[src/rtl/stim_pattern_gen.sv]
// rtl/stim_pattern_gen.sv - exhaustive binary/Gray/LFSR stimulus sweep with programmable per-vector hold
// LFSR mode and its tap table are built only when STIM_LFSR_EN is defined.
module stim_pattern_gen #(
    parameter int WIDTH  = 4,
    parameter int HOLD_W = 8
) (
    input  logic              clk,
    input  logic              rst_n,
    input  logic              start,
    input  logic              stop,
    input  logic [1:0]        mode,
    input  logic [HOLD_W-1:0] period,
    output logic [WIDTH-1:0]  vec,
    output logic              vec_valid,
    output logic [WIDTH-1:0]  vec_idx,
    output logic              busy,
    output logic              done
);

    typedef enum logic {
        S_IDLE = 1'b0,
        S_RUN  = 1'b1
    } state_t;

    localparam logic [1:0]       MODE_GRAY = 2'b01;
    localparam logic [WIDTH-1:0] ALL_ONES  = '1;
    localparam logic [WIDTH-1:0] ONE       = {{(WIDTH-1){1'b0}}, 1'b1};

`ifdef STIM_LFSR_EN
    localparam logic [1:0] MODE_LFSR = 2'b10;

    function automatic logic [WIDTH-1:0] tap_mask();
        logic [7:0] m;
        case (WIDTH)
            2:       m = 8'h03;
            3:       m = 8'h06;
            4:       m = 8'h0C;
            5:       m = 8'h14;
            6:       m = 8'h30;
            7:       m = 8'h60;
            default: m = 8'hB8;
        endcase
        return m[WIDTH-1:0];
    endfunction

    localparam logic [WIDTH-1:0] TAPS = tap_mask();
`endif

    state_t              state_q, state_d;
    logic [WIDTH-1:0]    vec_q, vec_d;
    logic [WIDTH-1:0]    idx_q, idx_d;
    logic [HOLD_W-1:0]   hold_q, hold_d;
    logic [HOLD_W-1:0]   period_q, period_d;
    logic [1:0]          mode_q, mode_d;
    logic                valid_q, valid_d;
    logic                busy_q, busy_d;
    logic                done_q, done_d;

    logic                run_lfsr;
    logic                start_lfsr;
    logic                run_gray;
    logic [WIDTH-1:0]    last_idx;
    logic [WIDTH-1:0]    idx_next;
    logic [WIDTH-1:0]    code_next;

    // Sweep code decode: reserved mode 11 (and 10 without LFSR support) falls back to binary.
    always_comb begin
        run_gray = (mode_q == MODE_GRAY);
`ifdef STIM_LFSR_EN
        run_lfsr   = (mode_q == MODE_LFSR);
        start_lfsr = (mode == MODE_LFSR);
`else
        run_lfsr   = 1'b0;
        start_lfsr = 1'b0;
`endif
        // LFSR never visits zero, so its sweep is one vector shorter.
        last_idx = run_lfsr ? (ALL_ONES - ONE) : ALL_ONES;
        idx_next = idx_q + ONE;
        if (run_lfsr) begin
`ifdef STIM_LFSR_EN
            code_next = {vec_q[WIDTH-2:0], ^(vec_q & TAPS)};
`else
            code_next = idx_next;
`endif
        end else if (run_gray) begin
            code_next = idx_next ^ (idx_next >> 1);
        end else begin
            code_next = idx_next;
        end
    end

    always_comb begin
        state_d  = state_q;
        vec_d    = vec_q;
        idx_d    = idx_q;
        hold_d   = hold_q;
        period_d = period_q;
        mode_d   = mode_q;
        valid_d  = 1'b0;
        done_d   = 1'b0;
        busy_d   = busy_q;

        case (state_q)
            S_IDLE: begin
                busy_d = 1'b0;
                if (start && !stop) begin
                    state_d  = S_RUN;
                    mode_d   = mode;
                    period_d = period;
                    hold_d   = period;
                    idx_d    = '0;
                    vec_d    = start_lfsr ? ONE : '0;
                    valid_d  = 1'b1;
                    busy_d   = 1'b1;
                end
            end
            S_RUN: begin
                if (stop) begin
                    state_d = S_IDLE;
                    busy_d  = 1'b0;
                end else if (hold_q == '0) begin
                    if (idx_q == last_idx) begin
                        state_d = S_IDLE;
                        busy_d  = 1'b0;
                        done_d  = 1'b1;
                    end else begin
                        idx_d   = idx_next;
                        vec_d   = code_next;
                        hold_d  = period_q;
                        valid_d = 1'b1;
                    end
                end else begin
                    hold_d = hold_q - 1'b1;
                end
            end
            default: begin
                state_d = S_IDLE;
                busy_d  = 1'b0;
            end
        endcase
    end

    always_ff @(posedge clk or negedge rst_n) begin
        if (!rst_n) begin
            state_q  <= S_IDLE;
            vec_q    <= '0;
            idx_q    <= '0;
            hold_q   <= '0;
            period_q <= '0;
            mode_q   <= '0;
            valid_q  <= 1'b0;
            busy_q   <= 1'b0;
            done_q   <= 1'b0;
        end else begin
            state_q  <= state_d;
            vec_q    <= vec_d;
            idx_q    <= idx_d;
            hold_q   <= hold_d;
            period_q <= period_d;
            mode_q   <= mode_d;
            valid_q  <= valid_d;
            busy_q   <= busy_d;
            done_q   <= done_d;
        end
    end

    assign vec       = vec_q;
    assign vec_idx   = idx_q;
    assign vec_valid = valid_q;
    assign busy      = busy_q;
    assign done      = done_q;

endmodule

[config.mk]
export PLATFORM = sky130hd
export DESIGN_NAME = stim_pattern_gen
export DESIGN_NICKNAME = d
export VERILOG_FILES = /design/src/rtl/stim_pattern_gen.sv
export SDC_FILE = /design/constraint.sdc
export NUM_CORES = 1
export LEC_CHECK = 0
export CORE_ASPECT_RATIO = 1.25
export CORE_UTILIZATION = 50
export CTS_BUF_LIST = sky130_fd_sc_hd__clkbuf_8
export CTS_CLUSTER_SIZE = 30
export DETAILED_ROUTE_END_ITERATION = 6
export GPL_ROUTABILITY_DRIVEN = 0
export PLACE_DENSITY = 0.78
export SLEW_MARGIN = 40
export SYNTH_ARGS = -nofsm -noshare
export SYNTH_HDL_FRONTEND = slang
export SYNTH_SLANG_ARGS = --single-unit
[constraint.sdc]
create_clock -name clk -period 2.35 [get_ports clk]
set_clock_uncertainty 0.05 [all_clocks]
set_input_delay 0.3525 -clock clk [delete_from_list [all_inputs] [get_ports clk]]
set_output_delay 0.3525 -clock clk [all_outputs]
set_load 0.05 [all_outputs]
==> results_dict.tcl <==
set metrics [dict create \
    drive_gt1_share_pct 15.12 \
    grt.total_usage_pct 27.66 \
    crit_required_ns 2.47 \
    clock-sinks 29 \
    diodes 0 \
    ys_seq_elements 29 \
    fin_tns_setup_ns 0 \
    grt_pass1_vias 1465 \
    drcViolationCount 0 \
    cts.path.max_buffers 2 \
    ff_latch_area_sq_um 725.7 \
    cp-end-kind "register" \
    fillers 252 \
    grt_pass1_wl_mm 6.831 \
    hold_viol 0 \
    grt_max_degree 30 \
    finalSetupViolations 0 \
    seq_area_frac_synth_pct 45.21 \
    crit_type "reg2reg" \
    ys.flop_type "dfrtp_1" \
    drv_slew 0 \
    syn_area_per_cell_sq_um 9.388 \
    synth.area.top_cells "dfrtp_1 (45%), nand2_1 (7.7%), nand3_1 (3.4%)" \
    r2r_slack_ns 0.05 \
    max_cap_violations 0 \
    cts_htree_levels 2 \
    yosysMostFrequentCell "nand2_1" \
    outcome "complete, no violations" \
    viasPerCell 6.091 \
    yosysUniqueCellTypes 48 \
    synth_top_cell_by_area "dfrtp_1" \
    synth_top_area_share_pct 45.21 \
    drt_wl_total_mm 4.110 \
    leakage_nw 0.9336 \
    post_drt_wl_per_cell_microns 17.05 \
    max_freq_mhz 435.1 \
    clk_latency_ns 0.29 \
    final.period_utilization_pct 97.80 \
    start_util_pct 53.50 \
    ios 25 \
    fin_nets 221 \
    yosys-top-cells-count "nand2_1 (33), dfrtp_1 (29), nand3_1 (11)" \
    core_sq_um 3000 \
    detailed_place_hpwl_mm 2.939 \
    synthToLayoutAreaGrowth_pct 27.28 \
    cts_buffers 5 \
    path_max_fanout 6 \
    slew_headroom_pct 66.69 \
    vdd_ir_drop_max_mv 0.5350 \
    synthCells 171 \
    yosysWarnings 0 \
    ant_nets 0 \
    finalCriticalPeriod_ns 2.298 \
    multiInputGateArea_sq_um 815.8 \
    die-area_sq_um 3443 \
    grt_antenna_before_repair 0 \
    p_per_area_nw_per_um2 799.8 \
    drt-initial-drc-count 54 \
    critPathArrivalTime_ns 2.42 \
    clk_pin_slew_ns 0.06 \
    async_reset_ff_share_pct 100.0 \
    route.vias.total 1468 \
    die_w_microns 52.68 \
    power_mw 1.634 \
    grt_overflow 0 \
    fp-row-count 22 \
    hold_path_class "in2async" \
    cts-root-buf "clkbuf_8" \
    worstMarginPinSlew_ns 0.4981 \
    first_pass_iters 4 \
    worst_setup_path_start_kind "register" \
    synth_enable_flop_cells 0 \
    rsz0062_at_grt "no" \
    port_buffers 24 \
    hold_buffers 0 \
    synth_nets 188 \
    syn_area_sq_um 1605 \
    cts_tree "yes" \
    die_h_microns 65.35 \
]
-- through the flow --
step	utilization (%)	hold slack, ns	std cells	area, sq um	worst slack, ns
2_1_floorplan	-	0.006909	171	1605	0.1243
3_3_place_gp	64.64	0.4025	233	1939	0.1465
3_5_place_dp	64.64	0.4141	233	1939	0.06648
4_1_cts	68.02	0.4118	241	2041	0.05250
5_1_grt	68.10	0.4369	241	2043	0.007459
6_report	68.10	0.3953	241	2043	0.05167
-- registers in the layout (all words and copies together) (netlist names) --
| register | count |
|---|---|
| done | 1 |
| vec_valid | 1 |
| mode_q | 2 |
| period_q | 8 |
| state_q | 1 |
| vec_idx | 3 |
| hold_q | 8 |
| busy | 1 |
| vec | 4 |
-- where the power goes --
part	internal (mW)	switching, mW
Combinational	0.232	0.262
Clock	0.264	0.192
Sequential	0.588	0.0970
-- layout by cell type (no fill, tap or decap), types with 3 or more instances in the layout --
master | Yosys | final
nand2_1 | 33 | 33
dfrtp_1 | 29 | 29
clkdlybuf4s50_1 | 0 | 24
nand3_1 | 11 | 11
buf_4 | 1 | 11
o21ai_1 | 7 | 8
inv_1 | 7 | 7
nor2_1 | 7 | 7
clkbuf_8 | 0 | 7
nor2b_1 | 4 | 4
o22ai_1 | 4 | 4
nor3b_1 | 4 | 3
o21ai_0 | 4 | 3
mux2_2 | 3 | 3
mux2i_1 | 3 | 3
-- worst paths after layout --
path | start | to | depth (start not counted)
setup / recovery | hold_q[0] | hold_q[4] | 7
hold / removal | rst_n | vec[1] | 2
setup reg to reg | hold_q[0] | hold_q[4] | 7
hold reg to reg | mode_q[0] | mode_q[0] | 2
max in group asynchronous | rst_n | hold_q[7] | 2
min in group clk | mode_q[0] | mode_q[0] | 2
-- kinds of logic after synthesis --
kind of cell               count (synthesis)  share of synthesized area [%]
adders and majority gates                  3                          2.339
buffers and inverters                     17                          4.443
DFF                                       29                          45.21
and+or+nand+nor                           74                          23.70
muxes                                      7                          4.910
AOI/OAI and AO/OA                         37                          17.23
xor gates and xnor gates                   4                          2.183
-- routing by layer --
layer / GRT usage (%) / vias up / part of all wire [%]
met5: 0 / - / 0
met4: 16.78 / 0 / 4.2
met3: 6.019 / 17 / 5.4
met2: 47.31 / 58 / 52
met1: 30.24 / 715 / 39
li1: - / 678 / -
-- what timing repair did --
action	CTS	global route
setup buffers	0	0
gates resized for setup	0	2
setup endpoints to repair	0	3
-- critical path, stage by stage, from the launching register on --
cell	delay (ns)
dfrtp_1	0.43
inv_1	0.15
ha_2	0.23
or3b_1	0.42
o31a_4	0.41
nor2_8	0.13
inv_4	0.07
mux2_4	0.29
-- layout make-up --
type | count | share of cell area (%)
Inverter | 8 | 1.592
Tap cell | 36 | 2.205
Timing Repair Buffer | 35 | 15.80
Multi-Input combinational cell | 125 | 39.93
Sequential cell | 29 | 35.52
Clock inverter | 1 | 0.2449
Clock buffer | 7 | 4.715
No activity file was read; power rests on OpenSTA's default activity.
